$ cat src/rtl/his_acq_sequencer.sv
// Histogram acquisition sequencer: clears the histogram RAM, forwards DATA_NUM samples per pixel
// per acquisition to the histogram builder, waits for the peak search to drain, then flags peakValid.
module his_acq_sequencer #(
    parameter int NP        = 10,
    parameter int PIXEL_NUM = 3,
    parameter int ACQ_NUM   = 2,
    parameter int DATA_NUM  = 2,
    parameter int CLR_LEN   = 16,
    parameter int PEAK_LAT  = 4,
    localparam int PW = (PIXEL_NUM > 1) ? $clog2(PIXEL_NUM) : 1,
    localparam int AW = (ACQ_NUM > 1) ? $clog2(ACQ_NUM) : 1
) (
    input  logic          clk,
    input  logic          res,
    input  logic          start,
    input  logic          abort,
    input  logic          tdcValid,
    input  logic [NP-1:0] tdcData,
    output logic          tdcReady,
    output logic          wrEn,
    output logic [NP-1:0] data,
    output logic [PW-1:0] pixelIdx,
    output logic [AW-1:0] acqIdx,
    output logic          histClr,
    output logic          busy,
    output logic          peakValid,
    output logic          dropErr
);
    localparam int SW = (DATA_NUM > 1) ? $clog2(DATA_NUM) : 1;
    localparam logic [SW-1:0] SAMPLE_LAST = SW'(DATA_NUM - 1);
    localparam logic [PW-1:0] PIXEL_LAST  = PW'(PIXEL_NUM - 1);
    localparam logic [AW-1:0] ACQ_LAST    = AW'(ACQ_NUM - 1);
    localparam logic [15:0]   CLR_END     = 16'(CLR_LEN - 1);
    localparam logic [15:0]   DRAIN_END   = 16'(PEAK_LAT - 1);

    typedef enum logic [2:0] {IDLE, CLEAR, COLLECT, DRAIN, DONE} stateT;

    stateT         state;
    stateT         nextState;
    logic [SW-1:0] sampleCnt;
    logic [PW-1:0] pixelCnt;
    logic [AW-1:0] acqCnt;
    logic [15:0]   cycCnt;
    logic          xfer;
    logic          lastXfer;
    logic          frameStart;

    always_comb begin
        // NOTE: every signal of this block is given a default first, so no path can infer a latch.
        nextState  = state;
        tdcReady   = (state == COLLECT);
        histClr    = (state == CLEAR);
        peakValid  = (state == DONE);
        busy       = (state != IDLE);
        xfer       = tdcValid && tdcReady;
        lastXfer   = xfer && (sampleCnt == SAMPLE_LAST) && (pixelCnt == PIXEL_LAST)
                     && (acqCnt == ACQ_LAST);
        if (abort) begin
            nextState = IDLE;
        end else begin
            case (state)
                IDLE:    if (start) nextState = CLEAR;
                CLEAR:   if (cycCnt == CLR_END) nextState = COLLECT;
                COLLECT: if (lastXfer) nextState = DRAIN;
                DRAIN:   if (cycCnt == DRAIN_END) nextState = DONE;
                DONE:    nextState = IDLE;
                default: nextState = IDLE;
            endcase
        end
        frameStart = (state == IDLE) && (nextState == CLEAR);
    end

    // NOTE: sequential state uses non-blocking assignments so every register samples pre-edge values.
    always_ff @(posedge clk or negedge res) begin
        if (!res) state <= IDLE;
        else      state <= nextState;
    end

    always_ff @(posedge clk or negedge res) begin
        if (!res) begin
            sampleCnt <= '0;
            pixelCnt  <= '0;
            acqCnt    <= '0;
            cycCnt    <= '0;
            wrEn      <= 1'b0;
            data      <= '0;
            pixelIdx  <= '0;
            acqIdx    <= '0;
            dropErr   <= 1'b0;
        end else begin
            wrEn   <= 1'b0;
            // Cycles spent in the current state; only CLEAR and DRAIN look at it.
            cycCnt <= (nextState != state) ? '0 : cycCnt + 16'd1;

            if (frameStart) begin
                sampleCnt <= '0;
                pixelCnt  <= '0;
                acqCnt    <= '0;
                dropErr   <= 1'b0;
            end else if (tdcValid && !tdcReady && busy) begin
                dropErr <= 1'b1;
            end

            // An abort on the transfer cycle discards the sample entirely.
            if (xfer && !abort) begin
                wrEn     <= 1'b1;
                data     <= tdcData;
                pixelIdx <= pixelCnt;
                acqIdx   <= acqCnt;
                if (sampleCnt == SAMPLE_LAST) begin
                    sampleCnt <= '0;
                    if (pixelCnt == PIXEL_LAST) begin
                        pixelCnt <= '0;
                        acqCnt   <= (acqCnt == ACQ_LAST) ? '0 : acqCnt + 1'b1;
                    end else begin
                        pixelCnt <= pixelCnt + 1'b1;
                    end
                end else begin
                    sampleCnt <= sampleCnt + 1'b1;
                end
            end
        end
    end

endmodule

$ cat config.mk
export PLATFORM = sky130hd
export DESIGN_NAME = his_acq_sequencer
export DESIGN_NICKNAME = d
export VERILOG_FILES = /design/src/rtl/his_acq_sequencer.sv
export SDC_FILE = /design/constraint.sdc
export NUM_CORES = 1
export LEC_CHECK = 0
export ABC_AREA = 1
export BUFFER_PORTS_ARGS = -buffer_cell sky130_fd_sc_hd__buf_2
export CAP_MARGIN = 0
export CORE_ASPECT_RATIO = 2
export CORE_MARGIN = 3
export CORE_UTILIZATION = 55
export DETAILED_ROUTE_END_ITERATION = 10
export PLACE_DENSITY = 0.79
export SYNTH_ARGS = -nofsm -noshare
export SYNTH_HDL_FRONTEND = slang
export SYNTH_SLANG_ARGS = --single-unit
$ cat constraint.sdc
create_clock -name clk -period 2.15 [get_ports clk]
set_input_delay 0 -clock clk [delete_from_list [all_inputs] [get_ports clk]]
set_output_delay 0 -clock clk [all_outputs]
set_load 0.03 [all_outputs]
==> results of run 1 <==
-- power by group --
part | switching (mW) | internal, mW | leakage (nW)
Combinational | 0.109 | 0.0730 | 0.593
Sequential | 0.0311 | 0.743 | 0.524
Clock | 0.266 | 0.258 | 0.0472
-- kinds of logic after synthesis --
| family | Yosys count | share of synthesized area (%) |
|---|---|---|
| AOI/OAI and AO/OA | 8 | 2.07 |
| xor gates and xnor gates | 13 | 5.90 |
| adders and majority gates | 1 | 0.648 |
| buffers and inverters | 27 | 6.03 |
| DFF | 38 | 49.3 |
| and+or+nand+nor | 138 | 36.1 |
-- synth_stat cells --
cell type  instances  area (µm²)
nand2_1           65         244
nor3_2            13         130
inv_1             21        78.8
nand3_1           13        65.1
ha_1               1        12.5
nand3b_1           1        7.51
buf_6              2        22.5
dfrtp_1           38         951
o21ai_0            8        40.0
nand3_4            1        17.5
and3_1             1        6.26
nand2_4            1        11.3
nor4_1             1        6.26
inv_2              2        7.51
nor2_2             2        12.5
clkbuf_1           2        7.51
nand2_2            1        6.26
xor2_1            10        87.6
xnor2_1            3        26.3
nor3_1            11        55.1
nor2_1            19        71.3
nand3_2            2        20.0
nand4_1            7        43.8
-- layer usage --
metal  up-vias  track usage (%)  routed length (µm)
met4         0             11.9                 160
met5         -                0                   0
met3        14             4.80                 175
met1       778             27.4                1710
li1        817                -                   -
met2        42             36.4                2280
-- worst max-delay path: stages (launching register included) --
cell	delay, ps
dfrtp_1	380
ha_1	290
nand3_2	150
nor2_2	140
nand3_1	90
nand3_2	90
nand2_1	60
nand2_1	100
nand3_4	220
nor3_1	200
-- final cells by class --
type / count / share of cell area [%]
Timing Repair Buffer: 46 / 12.6
Clock inverter: 2 / 0.538
Tap cell: 31 / 1.67
Multi-Input combinational cell: 160 / 37.1
Clock buffer: 6 / 3.55
Sequential cell: 38 / 40.9
Inverter: 23 / 3.71
-- registers in the layout, indices dropped and copies added, names as in the netlist --
name,cells
pixelCnt,2
acqCnt,1
data,10
dropErr,1
state,3
pixelIdx,2
wrEn,1
sampleCnt,1
acqIdx,1
cycCnt,16
-- worst paths after layout --
kind | start | endpoint | cells after the start
min in group asynchronous | res | cycCnt[6] | 2
worst min-delay path | abort | state[1] | 4
max in group asynchronous | res | state[2] | 2
worst max-delay path | cycCnt[0] | cycCnt[4] | 9
worst min register to register | data[2] | data[2] | 2
worst max register to register | cycCnt[0] | cycCnt[4] | 9
==> flow_summary.rst, run 1 <==
.. list-table::
   :header-rows: 1

   * - Metric
     - Value
   * - Post-Syn Instances
     - between 200 and 250
   * - Worst setup slack before clock tree synthesis
     - between 300 and 400 ps
   * - Critical path peak fanout
     - 16
   * - Placed cell areas
     - 2110 µm²
   * - Setup repair after global routing missed its margin
     - no
   * - Area of the core region
     - 3270 µm²
   * - Maximum level of the CTS H-tree
     - 2
   * - Gpl congestion
     - around 0.9
   * - IO Pins
     - 34
   * - Count of clock tree sinks
     - 38
   * - Worst IR Drop VDD
     - 817 µV
   * - Multi-input gate area in the final layout
     - around 860 µm²
   * - Accumulated negative setup slack
     - 0 ps
   * - CP Launch Type
     - flop
   * - Final hold violation count
     - 0
   * - Total area of sequential cells
     - about 950 µm²
   * - Share of the clock period used by the worst path after layout
     - 84.7%
   * - Number of post-CTS setup repair buffers
     - 0
   * - Die area
     - 4300 µm²
   * - Antenna violations before repair
     - 0
   * - Number of buffers inserted by port buffering
     - 33
   * - Antenna diode count
     - 0
   * - Worst Max-Slew Pin Slew
     - 826 ps
   * - Register-to-register path setup slack
     - around 330 ps
   * - Global-route wire length before repair
     - 7260 µm
   * - Clk slew on worst S/H paths
     - 80 ps
   * - Number of buffers added to fix hold violations after cts
     - 12
   * - Maximum achievable frequency
     - 0.549 GHz
   * - Starting density of the core
     - between 50% and 60%
   * - Slew margin rel.
     - ~45%
   * - Pin count of the biggest net entering global routing
     - 39
   * - Final HPWL from detailed placement
     - a little under 3000 µm
   * - Largest clock skew in the final design
     - ~7.4 ps
   * - Post-synthesis instance area
     - approximately 1900 µm²
   * - Number of library cell types mapped by synthesis
     - 23
   * - Mean area per synthesized cell
     - about 8.6 µm²
   * - Clock insertion delay at the later pin of the skew report
     - 290 ps
   * - Number of remaining DRC errors
     - 0
   * - Count of non-filler cells in the finished layout
     - 306
   * - Leading cell type in the layout, fill and taps excluded
     - nand2_1
   * - Proportion of layout cells with a drive suffix above 1
     - 23.3%
   * - Final setup viols
     - 0
   * - Filler cells
     - 250
   * - Post-DRT Antenna Nets
     - 0
   * - Pins over their slew limit
     - 0
   * - Placement Rows
     - 29
   * - WP data required
     - 2360 ps
   * - Number of nets in the finished design
     - 290
   * - Static power due to leakage
     - roughly 1.2 nW
   * - Via density per instance
     - ~5.4
   * - Final WL
     - 4330 µm
   * - Hold Path Class
     - in -> reg
   * - Share of the core filled with cells
     - 71.3%
   * - TritonRoute pass-1 iters
     - 4
   * - Pwr per Cell Area
     - about 640 nW/µm²
   * - Leading cell types in the layout, fill and taps excluded
     - nand2_1, dfrtp_1, buf_2
   * - Number of flip-flops and latches in the synthesized netlist
     - 38
   * - Net count of the mapped netlist
     - 241
   * - Global-route usage over all layers
     - 23.0%
   * - Post-route total power
     - 1.48 mW
   * - Root buffer cell
     - clkbuf_8
   * - Average wire length per cell after detail routing
     - 14.1 µm
   * - Number of CTS-inserted buffers
     - 5
   * - CTS tree
     - yes
   * - Status
     - finished, final reports clean
   * - Critical path class
     - reg -> reg
   * - Number of global-route vias before repair
     - 1,652
   * - Quantity of gates resized following cts
     - 0
   * - Die span in y
     - approximately 90 µm
   * - Final critical-path required period
     - 1820 ps
   * - Arrival time at the worst endpoint
     - 2030 ps
   * - Seq/Total Area, Yosys
     - 49.3%
   * - Yosys warning total
     - 0
   * - Type of destination of the critical path
     - flop
   * - Final standard cell area without fillers
     - 2330 µm²
   * - Number of cells after detailed placement
     - 286
   * - Vias
     - approximately 1.7k
   * - Starting DRC count in detailed routing
     - 37
   * - Worst setup margin
     - roughly 330 ps
   * - Layout overhead on the synthesized area
     - 20.5%
   * - Leftover overflow at the end of global routing
     - 0
   * - Die Width
     - 47.9 µm
   * - Hold Worst Slack
     - 37.9 ps
   * - Maximum buffer depth of the clock tree
     - 2
   * - Maximum Capacitance Violations
     - 0
Note: power is estimated with default switching activity, not from simulation.
==> run 2: changes to the inputs <==
--- a/config.mk
+++ b/config.mk
@@ -5,14 +5,14 @@
 export SDC_FILE = /design/constraint.sdc
 export NUM_CORES = 1
 export LEC_CHECK = 0
-export ABC_AREA = 1
+export ABC_AREA = 0
 export BUFFER_PORTS_ARGS = -buffer_cell sky130_fd_sc_hd__buf_2
 export CAP_MARGIN = 0
 export CORE_ASPECT_RATIO = 2
 export CORE_MARGIN = 3
-export CORE_UTILIZATION = 55
+export CORE_UTILIZATION = 54
 export DETAILED_ROUTE_END_ITERATION = 10
-export PLACE_DENSITY = 0.79
+export PLACE_DENSITY = 0.78
 export SYNTH_ARGS = -nofsm -noshare
 export SYNTH_HDL_FRONTEND = slang
 export SYNTH_SLANG_ARGS = --single-unit
==> constraint.sdc (replaced) <==
create_clock -name clk -period 1.7 [get_ports clk]
set_input_delay 0 -clock clk [delete_from_list [all_inputs] [get_ports clk]]
set_output_delay 0 -clock clk [all_outputs]
set_load 0.03 [all_outputs]
==> flow_summary.rst, run 2 <==
.. list-table::
   :header-rows: 1

   * - Metric
     - Value
   * - Number of library cell types mapped by synthesis
     - 44 (+91%)
   * - Adder-Cell Fraction of Synth Area
     - 0.693% (+0.044 points)
   * - Final critical-path required period
     - 1650 ps (-171 ps)
   * - Ordered list of cells on the worst path
     - nand3_2, or3_4, or4_1, a22oi_1
   * - Top flip-flop cell by instance count after synthesis
     - dfrtp_1
   * - Starting DRC count in detailed routing
     - 35 (-5.4%)
   * - Leading cell type in the layout, fill and taps excluded
     - dfrtp_1
   * - Hold Path Class
     - in -> reg
   * - Slowest cell delay on critical path
     - 460 ps (+80 ps)
   * - Clock insertion delay at the later pin of the skew report
     - 280 ps (about the same)
   * - Simple-gate portion of the synthesized area
     - 17.0% (-19 points)
   * - Compound-cell area share of the yosys netlist
     - 11.1% (+9.0 points)
   * - Final setup viols
     - 0 (unchanged)
   * - Number of nets in the finished design
     - 243 (-16%)
   * - Share of the clock period used by the worst path after layout
     - 97.0% (+12 points)
   * - Mux contribution to synthesized area
     - 9.83% (+9.8 points)
   * - CP Launch Type
     - flop
   * - Hold Worst Slack
     - 73.3 ps (+35.5 ps)
   * - Area of the core region
     - 3190 µm² (-2.2%)
   * - Area fraction of the dominant cell type after synthesis
     - 52.6% (+3.4 points)
   * - Reg2reg path depth
     - 4 (-5)
   * - Placement Rows
     - 29 (unchanged)
   * - Post-synthesis instance area
     - 1810 µm² (-6.4%)
   * - Post-Syn Instances
     - 163 (-28%)
   * - Final hold violation count
     - 0 (unchanged)
   * - Starting density of the core
     - 56.6% (-2.5 points)
   * - Registers with the highest flip-flop counts
     - cycCnt: 16 flops, data: 10 flops, state: 3 flops
   * - Number of CTS-inserted buffers
     - 5 (unchanged)
   * - Number of flip-flops and latches in the synthesized netlist
     - 38 (unchanged)
   * - Pins over their slew limit
     - 0 (unchanged)
   * - Maximum level of the CTS H-tree
     - 2 (unchanged)
   * - Number of remaining DRC errors
     - 0 (unchanged)
   * - Number of flip-flops under the largest register name
     - 16 (unchanged)
   * - Die Width
     - 46.9 µm (-2.1%)
   * - Final HPWL from detailed placement
     - 3090 µm (+4.9%)
   * - Critical path peak fanout
     - 4 (-12)
   * - Critical path class
     - reg -> reg
   * - Number of global-route vias before repair
     - 1,606 (-2.8%)
   * - Worst reg2reg path endpoint
     - cycCnt[15]
   * - Slew margin rel.
     - 45.3% (+0.33 points)
   * - Global-route usage over all layers
     - 22.8% (-0.17 points)
   * - Leading cell types in the layout, fill and taps excluded
     - dfrtp_1, buf_2, buf_4
   * - Final WL
     - 4310 µm (-0.39%)
   * - Net count of the mapped netlist
     - 179 (-26%)
   * - Pin count of the biggest net entering global routing
     - 39 (unchanged)
   * - Register ranked first by flip-flop count
     - cycCnt
   * - Root buffer cell
     - clkbuf_8
   * - Highest-delay cell along the critical path
     - dfrtp_1
   * - Launching point of the worst reg2reg path
     - cycCnt[7]
   * - Count of clock tree sinks
     - 38 (unchanged)
   * - Leftover overflow at the end of global routing
     - 0 (unchanged)
   * - End point of the most critical hold path
     - state[2]
   * - Mean area per synthesized cell
     - 11.1 µm² (+29%)
   * - Setup repair after global routing missed its margin
     - yes
   * - Worst setup margin
     - 50.2 ps (-279 ps)
   * - Final standard cell area without fillers
     - 2430 µm² (+4.6%)
   * - Accumulated negative setup slack
     - 0 ps (unchanged)
   * - Yosys warning total
     - 0 (unchanged)
   * - Static power due to leakage
     - 1.16 nW (-0.59%)
   * - Vias
     - 1,550 (-6.1%)
   * - Antenna diode count
     - 0 (unchanged)
   * - Average wire length per cell after detail routing
     - 16.6 µm (+18%)
   * - Most common library cells after synthesis
     - dfrtp_1, a21oi_1, nand2_1, xnor2_1, mux2_1
   * - Maximum Capacitance Violations
     - 0 (unchanged)
   * - Register-to-register path setup slack
     - 50 ps (-280 ps)
   * - Worst Max-Slew Pin Slew
     - 821 ps (-5.00 ps)
   * - Worst setup slack before clock tree synthesis
     - 22.3 ps (-310 ps)
   * - Fraction of registers with async set or reset after synthesis
     - 100% (unchanged)
   * - Pwr per Cell Area
     - 921 nW/µm² (+45%)
   * - Layout overhead on the synthesized area
     - 34.7%
   * - Hold path start
     - abort
   * - Leading post-synthesis cells by cell area
     - dfrtp_1, mux2_1, xnor2_1
   * - CTS tree
     - yes
   * - Type of destination of the critical path
     - flop
   * - Placed cell areas
     - 2140 µm² (+1.4%)
   * - Global-route wire length before repair
     - 6720 µm (-7.4%)
   * - Post-synthesis xor/xnor area fraction
     - 5.82% (-0.080 points)
   * - Maximum achievable frequency
     - 0.606 GHz (+10%)
   * - Number of buffers inserted by port buffering
     - 33 (unchanged)
   * - Seq/Total Area, Yosys
     - 52.6% (+3.4 points)
   * - Largest clock skew in the final design
     - 3.66 ps (-3.74 ps)
   * - Antenna violations before repair
     - 0 (unchanged)
   * - Main combinational cell family by area after synthesis
     - simple AND/OR/NAND/NOR gates
   * - Arrival time at the worst endpoint
     - 1850 ps (-180 ps)
   * - Gpl congestion
     - 0.840 (-6.6%)
   * - Post-DRT Antenna Nets
     - 0 (unchanged)
   * - Worst IR Drop VDD
     - 877 µV (+7.3%)
   * - Library cell with the highest instance count after synthesis
     - dfrtp_1
   * - IO Pins
     - 34 (unchanged)
   * - Crit. Startpoint
     - cycCnt[7]
   * - Die span in y
     - 87.8 µm (-2.2%)
   * - TritonRoute pass-1 iters
     - 4 (unchanged)
   * - Die area
     - 4120 µm² (-4.2%)
   * - Clk slew on worst S/H paths
     - 70 ps (about the same)
   * - Filler cells
     - 216 (-14%)
   * - WP data required
     - 1900 ps (-460 ps)
   * - Status
     - finished, final reports clean
   * - Maximum buffer depth of the clock tree
     - 2 (unchanged)
   * - Via density per instance
     - 5.98 (+11%)
   * - EDFF count, synth
     - 0 (unchanged)
   * - Instance count along the most critical hold path
     - 4 (unchanged)
   * - Share of the core filled with cells
     - 76.2% (+5.0 points)
   * - Cell taking the most area after synthesis
     - dfrtp_1
   * - Proportion of layout cells with a drive suffix above 1
     - 36.0% (+13 points)
==> run 2: cell types whose count changed after synthesis, moves of 7 or more <==
| cell | previous run | this run |
|---|---|---|
| a21oi_1 | 0 | 14 |
| nor2_1 | 19 | 7 |
| xnor2_1 | 3 | 10 |
| nand2_1 | 65 | 10 |
| inv_1 | 21 | 5 |
| nor3_1 | 11 | 4 |
| nor3_2 | 13 | 0 |
| nand3_1 | 13 | 5 |
| xor2_1 | 10 | 2 |
| mux2_1 | 0 | 8 |
==> run 2: area by class of cell <==
type	instances	area, µm²	share of cell area [%]
Inverter	6	25.0	1.03
Tap cell	31	38.8	1.59
Clock inverter	2	60.1	2.47
Timing Repair Buffer	63	430	17.7
Multi-Input combinational cell	113	841	34.6
Sequential cell	38	956	39.3
Clock buffer	6	82.6	3.39
==> run 2: what timing repair did <==
action / in CTS / in global routing
setup buffers: 0 / 0
hold buffers: 11 / 0
hold endpoints to repair: 48 / 0
gates resized for setup: 0 / 10
setup endpoints to repair: 0 / 27
==> run 2: stage by stage <==
step	instances	power, mW
2_1_floorplan	163	1.17
3_3_place_gp	240	1.28
3_5_place_dp	240	1.30
4_1_cts	259	2.25
5_1_grt	259	2.33
6_report	259	2.24
==> run 2: critical path: cells and delay by family, from the launching register on <==
kind	cells	cell delay (ps)
AOI/OAI and AO/OA	1	180
DFF	1	460
and+or+nand+nor	3	920
==> run 2: worst max path at each step <==
stage / slack (ps) / end / cells after the start
finish: 50 / cycCnt[15] / 4
global route: -20 / cycCnt[15] / 4
CTS: 4 / cycCnt[15] / 4
detailed placement: 20 / data[1] / 3
global placement: 80 / data[1] / 3
floorplan: 20 / data[3] / 5
==> run 2: cells by family after synthesis <==
kind of cell               Yosys count
adders and majority gates            1
DFF                                 38
muxes                               16
AOI/OAI and AO/OA                   31
buffers and inverters               12
xor gates and xnor gates            12
and+or+nand+nor                     53
==> run 2: metal layers <==
layer  GRT usage (%)  vias up  share of wire (%)
li1                -      716                  -
met1            20.3      754                 34
met2            41.1       60                 57
met3            5.14       20                5.1
met4            15.9        0                4.5
met5               0        -                  0
==> run 2: power by group <==
group	internal [mW]	switching [mW]	total [mW]
sequential	0.955	0.0346	0.990
combinational	0.135	0.180	0.315
clock	0.626	0.310	0.936
total	1.72	0.525	2.24
